### config.mk
export PLATFORM = sky130hd
export DESIGN_NAME = fifo_wr_gen_flat
export DESIGN_NICKNAME = d
export VERILOG_FILES = /design/src/rtl/fifo_wr_gen_if.sv /design/src/rtl/fifo_wr_gen.sv /design/src/flat_wrapper.sv
export SDC_FILE = /design/constraint.sdc
export NUM_CORES = 1
export LEC_CHECK = 0
export CAP_MARGIN = 20
export CORE_MARGIN = 2
export CORE_UTILIZATION = 48
export CTS_CLUSTER_DIAMETER = 80
export DETAILED_ROUTE_END_ITERATION = 7
export GPL_TIMING_DRIVEN = 0
export PLACE_DENSITY = 0.76
export SLEW_MARGIN = 0
export SYNTH_ARGS = -nofsm -noshare
export SYNTH_HDL_FRONTEND = slang
export SYNTH_SLANG_ARGS = --single-unit
export TNS_END_PERCENT = 100
### constraint.sdc
create_clock -name clk -period 1.9 [get_ports clk]
set_clock_uncertainty 0.2 [all_clocks]
set_input_delay 0.285 -clock clk [delete_from_list [all_inputs] [get_ports clk]]
set_output_delay 0.285 -clock clk [all_outputs]
set_load 0.05 [all_outputs]
### src/rtl/fifo_wr_gen_if.sv
// fifo_wr_gen_if
//   Bundle of the generator's control, FIFO flag and write-port signals.
//   Signals:
//     enable, mode        run request and traffic mode (from the controller)
//     wr_full, wr_empty   FIFO flags in the write-clock domain
//     wr_req, wr_data     FIFO write strobe and write data
//     busy, burst_done    generator status
//     wr_cnt              total accepted writes since reset
//   Modports:
//     master  the generator (fifo_wr_gen)
//     slave   the environment: controller plus FIFO
interface fifo_wr_gen_if #(
  parameter int unsigned DATA_W = 32'd8
) ();
  logic              enable;
  logic [1:0]        mode;
  logic              wr_full;
  logic              wr_empty;
  logic              wr_req;
  logic [DATA_W-1:0] wr_data;
  logic              busy;
  logic              burst_done;
  logic [31:0]       wr_cnt;

  modport master (
    input  enable, mode, wr_full, wr_empty,
    output wr_req, wr_data, busy, burst_done, wr_cnt
  );

  modport slave (
    output enable, mode, wr_full, wr_empty,
    input  wr_req, wr_data, busy, burst_done, wr_cnt
  );
endinterface

### src/rtl/fifo_wr_gen.sv
// fifo_wr_gen
//   FIFO write-side traffic generator. It supports three traffic modes:
//   fill-on-empty (0), fixed burst of BURST_LEN words (1) and continuous (2).
//   Mode 3 behaves as mode 0.
//   Ports:
//     clk    system clock (single domain)
//     rst_n  asynchronous active-low reset
//     bus    fifo_wr_gen_if.master: enable/mode/wr_full/wr_empty in;
//            wr_req (combinational), wr_data, busy, burst_done, wr_cnt out
//   Build option:
//     FIFO_WR_LFSR_EN  if defined, the data pattern is a DATA_W-bit Galois
//                      LFSR with mask LFSR_TAPS. If undefined, the data
//                      pattern is an incrementing counter.
module fifo_wr_gen #(
  parameter int unsigned DATA_W    = 32'd8,
  parameter int unsigned BURST_LEN = 32'd16,
  parameter int unsigned START_VAL = 32'd0,
  parameter int unsigned LFSR_TAPS = 32'h0000_00B8
) (
  input logic          clk,
  input logic          rst_n,
  fifo_wr_gen_if.master bus
);

  typedef enum logic [1:0] {
    IDLE       = 2'd0,
    WAIT_EMPTY = 2'd1,
    WRITE      = 2'd2,
    DONE       = 2'd3
  } state_t;

  localparam logic [15:0]       BURST_LAST = 16'(BURST_LEN - 32'd1);
  localparam logic [DATA_W-1:0] START_W    = START_VAL[DATA_W-1:0];
  localparam logic [DATA_W-1:0] ONE_W      = {{(DATA_W-1){1'b0}}, 1'b1};

`ifdef FIFO_WR_LFSR_EN
  // An all-zero seed would lock the LFSR, so zero is replaced by 1.
  localparam logic [DATA_W-1:0] SEED = (START_W == '0) ? ONE_W : START_W;
  localparam logic [DATA_W-1:0] TAPS = LFSR_TAPS[DATA_W-1:0];
`else
  localparam logic [DATA_W-1:0] SEED = START_W;
`endif

  // Reject parameter values the datapath cannot represent.
  if (DATA_W < 32'd2 || DATA_W > 32'd32) begin : g_bad_data_w
    $error("fifo_wr_gen: DATA_W must be in 2..32");
  end
  if (BURST_LEN < 32'd1 || BURST_LEN > 32'd65535) begin : g_bad_burst_len
    $error("fifo_wr_gen: BURST_LEN must be in 1..65535");
  end
  if (DATA_W < 32'd32 && (LFSR_TAPS >> DATA_W) != 32'd0) begin : g_wide_taps
    $warning("fifo_wr_gen: LFSR_TAPS bits above DATA_W are ignored");
  end

  // Next value of the data pattern after an accepted write.
  function automatic logic [DATA_W-1:0] pattern_next(input logic [DATA_W-1:0] v);
`ifdef FIFO_WR_LFSR_EN
    pattern_next = {1'b0, v[DATA_W-1:1]} ^ (v[0] ? TAPS : '0);
`else
    pattern_next = v + ONE_W;
`endif
  endfunction

  state_t            state_r, state_nxt_s;
  logic [1:0]        mode_r;
  logic              rearm_wait_r;   // burst finished; wait for enable low
  logic [15:0]       burst_cnt_r;
  logic [DATA_W-1:0] wr_data_r;
  logic [31:0]       wr_cnt_r;
  logic              busy_r;
  logic              burst_done_r;
  logic              done_nxt_s;
  logic              wr_req_s;
  logic              start_s;
  logic              reload_s;
  logic              enter_write_s;

  assign wr_req_s = (state_r == WRITE) && bus.enable && !bus.wr_full;
  assign start_s  = (state_r == IDLE) && bus.enable && !rearm_wait_r;

  // Next-state decode and burst_done pulse request.
  always_comb begin
    state_nxt_s = state_r;
    done_nxt_s  = 1'b0;
    if (!bus.enable) begin
      state_nxt_s = IDLE;
    end else begin
      case (state_r)
        IDLE: begin
          if (start_s) begin
            if (bus.mode == 2'd1 || bus.mode == 2'd2) begin
              state_nxt_s = WRITE;
            end else begin
              state_nxt_s = WAIT_EMPTY;
            end
          end else begin
            state_nxt_s = IDLE;
          end
        end
        WAIT_EMPTY: begin
          // A FIFO that reports full and empty together is treated as full.
          if (bus.wr_empty && !bus.wr_full) begin
            state_nxt_s = WRITE;
          end else begin
            state_nxt_s = WAIT_EMPTY;
          end
        end
        WRITE: begin
          case (mode_r)
            2'd1: begin
              if (wr_req_s && burst_cnt_r == BURST_LAST) begin
                state_nxt_s = DONE;
                done_nxt_s  = 1'b1;
              end else begin
                state_nxt_s = WRITE;
              end
            end
            2'd2: begin
              state_nxt_s = WRITE;
            end
            default: begin
              if (bus.wr_full) begin
                state_nxt_s = WAIT_EMPTY;
                done_nxt_s  = 1'b1;
              end else begin
                state_nxt_s = WRITE;
              end
            end
          endcase
        end
        DONE: begin
          state_nxt_s = IDLE;
        end
        default: begin
          state_nxt_s = IDLE;
        end
      endcase
    end
  end

  assign reload_s      = (state_r == WAIT_EMPTY) && (state_nxt_s == WRITE);
  assign enter_write_s = (state_r != WRITE) && (state_nxt_s == WRITE);

  // State register plus registered status outputs.
  always_ff @(posedge clk or negedge rst_n) begin
    if (!rst_n) begin
      state_r      <= IDLE;
      busy_r       <= 1'b0;
      burst_done_r <= 1'b0;
    end else begin
      state_r      <= state_nxt_s;
      busy_r       <= (state_nxt_s != IDLE);
      burst_done_r <= done_nxt_s;
    end
  end

  // Mode latch on start and the rearm flag that blocks back-to-back bursts.
  always_ff @(posedge clk or negedge rst_n) begin
    if (!rst_n) begin
      mode_r       <= 2'd0;
      rearm_wait_r <= 1'b0;
    end else begin
      if (start_s) begin
        mode_r <= (bus.mode == 2'd3) ? 2'd0 : bus.mode;
      end
      if (!bus.enable) begin
        rearm_wait_r <= 1'b0;
      end else if (state_r == DONE) begin
        rearm_wait_r <= 1'b1;
      end
    end
  end

  // Burst word counter: cleared while disabled and on each entry to WRITE.
  always_ff @(posedge clk or negedge rst_n) begin
    if (!rst_n) begin
      burst_cnt_r <= 16'd0;
    end else if (!bus.enable || enter_write_s) begin
      burst_cnt_r <= 16'd0;
    end else if (wr_req_s) begin
      burst_cnt_r <= burst_cnt_r + 16'd1;
    end
  end

  // Data pattern and total write counter.
  always_ff @(posedge clk or negedge rst_n) begin
    if (!rst_n) begin
      wr_data_r <= SEED;
      wr_cnt_r  <= 32'd0;
    end else begin
      if (reload_s) begin
        wr_data_r <= SEED;
      end else if (wr_req_s) begin
        wr_data_r <= pattern_next(wr_data_r);
      end
      if (wr_req_s) begin
        wr_cnt_r <= wr_cnt_r + 32'd1;
      end
    end
  end

  assign bus.wr_req     = wr_req_s;
  assign bus.wr_data    = wr_data_r;
  assign bus.busy       = busy_r;
  assign bus.burst_done = burst_done_r;
  assign bus.wr_cnt     = wr_cnt_r;

endmodule

### src/flat_wrapper.sv
// flat-port wrapper written by rule: the top's interface ports become plain ports
module fifo_wr_gen_flat 
#(
  parameter int unsigned DATA_W    = 32'd8,
  parameter int unsigned BURST_LEN = 32'd16,
  parameter int unsigned START_VAL = 32'd0,
  parameter int unsigned LFSR_TAPS = 32'h0000_00B8
)
  (clk, rst_n, bus_enable, bus_mode, bus_wr_full, bus_wr_empty, bus_wr_req, bus_wr_data, bus_busy, bus_burst_done, bus_wr_cnt);
  fifo_wr_gen_if #(.DATA_W(DATA_W)) bus_i ();
  input logic clk;
  input logic rst_n;
  input wire logic [$bits(bus_i.enable)-1:0] bus_enable;
  input wire logic [$bits(bus_i.mode)-1:0] bus_mode;
  input wire logic [$bits(bus_i.wr_full)-1:0] bus_wr_full;
  input wire logic [$bits(bus_i.wr_empty)-1:0] bus_wr_empty;
  output wire logic [$bits(bus_i.wr_req)-1:0] bus_wr_req;
  output wire logic [$bits(bus_i.wr_data)-1:0] bus_wr_data;
  output wire logic [$bits(bus_i.busy)-1:0] bus_busy;
  output wire logic [$bits(bus_i.burst_done)-1:0] bus_burst_done;
  output wire logic [$bits(bus_i.wr_cnt)-1:0] bus_wr_cnt;
  assign bus_i.enable = bus_enable;
  assign bus_i.mode = bus_mode;
  assign bus_i.wr_full = bus_wr_full;
  assign bus_i.wr_empty = bus_wr_empty;
  assign bus_wr_req = bus_i.wr_req;
  assign bus_wr_data = bus_i.wr_data;
  assign bus_busy = bus_i.busy;
  assign bus_burst_done = bus_i.burst_done;
  assign bus_wr_cnt = bus_i.wr_cnt;
  fifo_wr_gen #(.DATA_W(DATA_W), .BURST_LEN(BURST_LEN), .START_VAL(START_VAL), .LFSR_TAPS(LFSR_TAPS)) u_core (.clk(clk), .rst_n(rst_n), .bus(bus_i));
endmodule
==> reports/qor.csv <==
stage,metric,value,unit
clock_tree,cts_max_level,3,
cells_and_area,num_antenna_cells,0,
floorplan,die_h,83.3,µm
global_routing,grt_pass1_wl,11000,µm
yosys,ys_seq_area_share,52.3,%
clock_tree,clkTransAtPathRegs,0.07,ns
clock_tree,cts-root-buf,clkbuf_8,
cells_and_area,nets,385,
cells_and_area,final_common_cell,dlygate4sd2_1,
cells_and_area,final_cell_mix,"dlygate4sd2_1, xnor2_1, dfrtp_1",
sta,period_needed,1.92,ns
sta,tightest_slew,0.586,ns
route,vias,2473,
setup_path,path_cells,"nand4bb_4, buf_6, buf_6, nor4_4, buf_4, nand3_1, xnor2_1",
floorplan,die_width,83.3,µm
power,p_per_area,810,mW/mm²
placement,io_buffers,48,
yosys,synth-seq-cells,63,
cells_and_area,stdcell_area,0.00422,mm²
global_routing,grt_max_degree,41,
clock_tree,clock_sinks,63,
floorplan,rows,28,
sta,totalNegativeSetupSlack,-0.0252,ns
route,drt_wl_total,7210,µm
setup_path,cp_common_cell,buf_6,
setup_path,crit_path_max_incr_delay,0.41,ns
sta,fmax,0.520,GHz
floorplan,dieArea,0.00693,mm²
floorplan,core,0.00599,mm²
sta,finalSetupViolCount,4,
power,p_leak,2.02,nW
global_routing,antenna_found_initial,0,
floorplan,io_pins,50,
route,drc_errors,0,
global_routing,grt_pass1_vias,2358,
yosys,synth_cells,292,
setup_path,required,1.92,ns
setup_path,slowest_stage,dfrtp_2,
sta,post-route-period-util,101,%
yosys,syn_nets,305,
placement,dp_slack,-0.873,ns
cells_and_area,layout-drive-gt1-share,26.5,%
floorplan,start_util,50.4,%
cells_and_area,fillers,422,
placement,dpl_cell_area,0.00363,mm²
yosys,avgSynthCellArea,10.3,µm²
clock_tree,cts_made_buffers,9,
power,ir_worst_vdd,0.000627,V
status,outcome,"complete, but fails checks",
route,post_drt_wl_per_cell,16.0,µm
global_routing,grt_usage,19.6,%
clock_tree,clockBufferDepth,2,
sta,fin_ws,-0.0216,ns
clock_tree,clock_latency,0.34,ns
run,maxCapViolations,0,
yosys,ys_warn_count,0,
sta,rsz0062_at_grt,true,
setup_path,worst_setup_path_end_kind,flop,
clock_tree,cts_tree,yes,
sta,relSlewSlack,60.8,%
power,finalPower,3.42,mW
placement,hpwl,4330,µm
route,avgViaCountPerCell,5.47,
route,drt_iter0_drc,92,
route,drtAntennaViolNets,0,
yosys,netlist_area,0.00302,mm²
sta,report.final.slew_viol_count,0,
sta,finalHoldViolCount,0,
cells_and_area,fin_util,70.4,%
worst_hold_path,worstHoldPathType,input pin to flop,
setup_path,crit_fanout,6,
status,violations,negative setup slack,
global_routing,overflow,0,
yosys,ys_types,35,
cells_and_area,syn_to_final_growth,39.9,%
route,dr.pass1.iters,4,
setup_path,start_kind,flop,
setup_path,crit_type,flop to flop,
setup_path,arrival,1.94,ns
placement,gp_congestion,0.847,
layer usage:
metal | part of all wire [%] | routed length, µm | vias to the layer above | track usage [%]
li1 | - | - | 1177 | -
met2 | 51 | 3710 | 71 | 30.5
met1 | 42 | 3010 | 1208 | 25.7
met3 | 4.6 | 334 | 17 | 6.56
met5 | 0 | 0 | - | 0
met4 | 2.2 | 162 | 0 | 7.15
metrics by stage:
stage | hold WS [ns] | instances
final | 0.125 | 452
after global routing | 0.129 | 452
after CTS | 0.117 | 440
after detailed placement | 0.105 | 416
after global placement | 0.261 | 415
after floorplan | -0.211 | 292
cells by family (layout without fill, tap and decap cells):
kind of cell | count (synthesis) | count (layout) | synth area share (%)
AO/OA/AOI/OAI | 19 | 19 | 3.61
AND/OR/NAND/NOR | 139 | 139 | 24.9
adder cells (fa/ha/maj) | 6 | 6 | 2.49
flip-flops | 63 | 63 | 52.3
multiplexers | 2 | 2 | 0.705
buffers and inverters | 15 | 100 | 2.11
XOR/XNOR | 48 | 48 | 13.9
final timing paths:
path | from | endpoint | slack (ns) | depth (start not counted)
setup / recovery | u_core.state_r[0]$_DFF_PN0_ | u_core.bus.wr_cnt[21]$_DFFE_PN0P_ | -0.02 | 7
hold / removal | bus_wr_full | u_core.bus.burst_done$_DFF_PN0_ | 0.12 | 3
setup reg to reg | u_core.state_r[0]$_DFF_PN0_ | u_core.bus.wr_cnt[21]$_DFFE_PN0P_ | -0.02 | 7
hold reg to reg | u_core.bus.wr_cnt[31]$_DFFE_PN0P_ | u_core.bus.wr_cnt[31]$_DFFE_PN0P_ | 0.27 | 1
max in group asynchronous | rst_n | u_core.burst_cnt_r[3]$_DFFE_PN0P_ | 0.61 | 3
min in group asynchronous | rst_n | u_core.bus.wr_cnt[12]$_DFFE_PN0P_ | 0.26 | 2
cell type report:
| cell class | instances | area [µm²] | share of cell area [%] |
|---|---|---|---|
| inverters | 7 | 38.8 | 0.919 |
| repair buffers | 70 | 629 | 14.9 |
| plain buffers | 7 | 72.6 | 1.72 |
| well taps | 75 | 93.8 | 2.22 |
| clock buffers | 12 | 135 | 3.20 |
| clock inverters | 4 | 48.8 | 1.16 |
| flip-flops and latches | 63 | 1610 | 38.0 |
| multi-input cells | 214 | 1600 | 37.8 |
flip-flops by register name, indices dropped and copies added, names as in the netlist:
name                   cells
u_core.mode_r              2
u_core.burst_cnt_r        16
u_core.bus.wr_cnt         32
u_core.state_r             2
u_core.bus.burst_done      1
u_core.bus.wr_data         8
u_core.bus.busy            1
u_core.rearm_wait_r        1
critical path, delay by kind of cell (launching register included):
| family | cells | cell delay, ns |
|---|---|---|
| simple gates | 3 | 0.57 |
| flops | 1 | 0.41 |
| buf+inv | 3 | 0.46 |
| xor+xnor | 1 | 0.16 |
cell usage after synthesis:
master / number / area (µm²)
dfrtp_1: 63 / 1580
xnor2_1: 42 / 368
nand2_1: 31 / 116
nor2_1: 23 / 86.3
nand3_1: 22 / 110
nand4_1: 15 / 93.8
nor4_1: 8 / 50.1
or3_1: 8 / 50.1
a21oi_1: 7 / 35.0
o21ai_0: 7 / 35.0
and3_1: 6 / 37.5
ha_1: 6 / 75.1
inv_1: 6 / 22.5
xor2_1: 6 / 52.6
and2_1: 5 / 31.3
and4_1: 5 / 43.8
buf_2: 5 / 25.0
nor3_1: 5 / 25.0
nor2b_1: 3 / 18.8
clkbuf_1: 2 / 7.51
nor2_2: 2 / 12.5
nor4_2: 2 / 25.0
a211oi_1: 1 / 7.51
a21o_1: 1 / 7.51
a22oi_1: 1 / 7.51
clkbuf_2: 1 / 5.00
inv_2: 1 / 3.75
mux2_2: 1 / 11.3
mux2i_1: 1 / 10.0
nand2b_1: 1 / 6.26
nand3b_1: 1 / 7.51
nand4bb_4: 1 / 27.5
nor4b_1: 1 / 8.76
o2bb2ai_1: 1 / 8.76
o31ai_1: 1 / 7.51
repair_timing:
action	CTS	global route
setup endpoints to repair	91	36
pin swaps	9	13
gates resized for setup	74	44
hold buffers	1	0
buffers inserted	8	12
hold endpoints to repair	23	0
power by group:
part	internal, mW	switching, mW	leakage [nW]	total (mW)
clock network	0.605	0.514	0.0943	1.12
registers	1.44	0.0974	0.832	1.54
logic	0.251	0.511	1.09	0.763
total	2.30	1.12	2.02	3.42
(Power assumes the default switching activity.)
==> variant, RTL diff (config.mk and constraints unchanged) <==
Reset style: synchronous (`rst_n`), changed in 4 clocked blocks. Comments in the files are not updated.
--- a/src/rtl/fifo_wr_gen.sv
+++ b/src/rtl/fifo_wr_gen.sv
@@ -143,5 +143,5 @@
 
   // State register plus registered status outputs.
-  always_ff @(posedge clk or negedge rst_n) begin
+  always_ff @(posedge clk) begin
     if (!rst_n) begin
       state_r      <= IDLE;
@@ -156,5 +156,5 @@
 
   // Mode latch on start and the rearm flag that blocks back-to-back bursts.
-  always_ff @(posedge clk or negedge rst_n) begin
+  always_ff @(posedge clk) begin
     if (!rst_n) begin
       mode_r       <= 2'd0;
@@ -173,5 +173,5 @@
 
   // Burst word counter: cleared while disabled and on each entry to WRITE.
-  always_ff @(posedge clk or negedge rst_n) begin
+  always_ff @(posedge clk) begin
     if (!rst_n) begin
       burst_cnt_r <= 16'd0;
@@ -184,5 +184,5 @@
 
   // Data pattern and total write counter.
-  always_ff @(posedge clk or negedge rst_n) begin
+  always_ff @(posedge clk) begin
     if (!rst_n) begin
       wr_data_r <= SEED;
Behaviour: differs if rst_n is asserted again (counterexample within 4 cycles, from zero or initial values and one cycle with rst_n low); with rst_n held inactive, the same outputs for 10 cycles.
==> variant against the original RTL <==
The run still ends with setup timing left; hold slack gained 0.090 ns; sequential cell count is the same; routed wire length is 20% higher; design area rose by 10%; area after synthesis grew 0.50%; setup slack got worse by 0.14 ns; count of clock-buffer cells in the layout increased by 2; critical endpoint is now u_core.bus.wr_cnt[25]$_SDFFE_PN0N_.
Power is not compared: it rests on default switching activity, and its combinational part moved more than twofold at a synthesized area within 25%.
==> variant: results <==
export IMPL_status="finished with violations"
export IMPL_violations="setup timing"
export IMPL_first_global_vias=2764
export IMPL_core_area_um2=6026
export IMPL_grt_total_usage=0.2281
export IMPL_dp_hpwl_mm=5.021
export IMPL_clockBufferDepth=2
export IMPL_clkCellAreaFrac=0.03393
export IMPL_wl_met3_um=498
export IMPL_crit_path_top_delay_cell="or4_4"
export IMPL_holdWs_ns=0.2147
export IMPL_seq_share=0.2862
export IMPL_power_total_w=0.002521
export IMPL_synth_compound_area_share=0.1081
export IMPL_syn_nets=370
export IMPL_wl_met1_mm=3.703
export IMPL_n_all_buffers=107
export IMPL_multiInputGateArea_um2=2028
export IMPL_nMultiInputCombCells=262
export IMPL_layout_setup_ws_ns=-0.1647
export IMPL_yosys_cell_types_count=37
export IMPL_hold_start="rst_n"
export IMPL_worstPathMaxFanout=8
export IMPL_cts_made_buffers=9
export IMPL_async_flop_share=0
export IMPL_grt_use_met3=0.04946
export IMPL_startpoint="u_core.state_r[0]$_SDFF_PN0_"
export IMPL_layout_drive_gt1_share=0.3623
export IMPL_holdPathEnd="u_core.bus.wr_cnt[21]$_SDFFE_PN0N_"
export IMPL_synth_area_leaders="dfxtp_1, xor2_1, nand2_1"
export IMPL_use_met2=0.3651
export IMPL_n_fill_cell=424
export IMPL_crit_arrival_ns=2.14
export IMPL_seq_cell_count=63
export IMPL_synth_area_per_cell_um2=8.492
export IMPL_setup_violations=19
export IMPL_grt_start_max_net_pins=11
export IMPL_bufAreaShareNonClock=0.2111
export IMPL_grt_use_met1=0.2989
export IMPL_gp_congestion=0.8471
export IMPL_r2r_cells=4
export IMPL_pre_cts_ws_ns=-1.206
export IMPL_first_iter_violations=145
export IMPL_wl_mm=8.690
export IMPL_num_vias=3082
export IMPL_rr_endpoint="u_core.bus.wr_cnt[25]$_SDFFE_PN0N_"
export IMPL_yosys_area_share_adder=0.02476
export IMPL_max_stage_delay_ns=0.62
export IMPL_via_per_inst=5.750
export IMPL_synthXorXnorAreaFrac=0.07511
export IMPL_grt_pass1_wl_mm=13.09
export IMPL_routed_wl_met2_mm=4.325
export IMPL_yosysSeqAreaShare=0.4160
export IMPL_clock_buffers=14
export IMPL_synthTopCellsByCount="dfxtp_1, nand2_1, nor2_1"
export IMPL_fin_nets=470
==> variant: cell count changes in the layout (fill, tap and decap cells not counted), sizes merged, moves of 11 or more <==
cell and change:
a21oi +17, buf +28, dfrtp -63, dfxtp +63, or4 +16, xnor2 -33, xor2 +11
==> variant: worst max-delay path by stage <==
| stage | endpoint | slack [ns] | cells after the start |
|---|---|---|---|
| after floorplan | u_core.bus.wr_cnt[23]$_SDFFE_PN0N_ | -0.16 | 5 |
| after global placement | bus_wr_req | -1.22 | 5 |
| after detailed placement | bus_wr_req | -1.21 | 5 |
| after CTS | u_core.bus.wr_cnt[15]$_SDFFE_PN0N_ | -0.22 | 6 |
| after global routing | u_core.bus.wr_cnt[25]$_SDFFE_PN0N_ | -0.24 | 4 |
| final | u_core.bus.wr_cnt[25]$_SDFFE_PN0N_ | -0.16 | 4 |
==> variant: repair_timing <==
item	CTS	global route
pin swaps	19	25
hold buffers	0	0
setup buffers	21	22
cloned	1	2
resized for setup	105	70
setup endpoints to repair	99	55
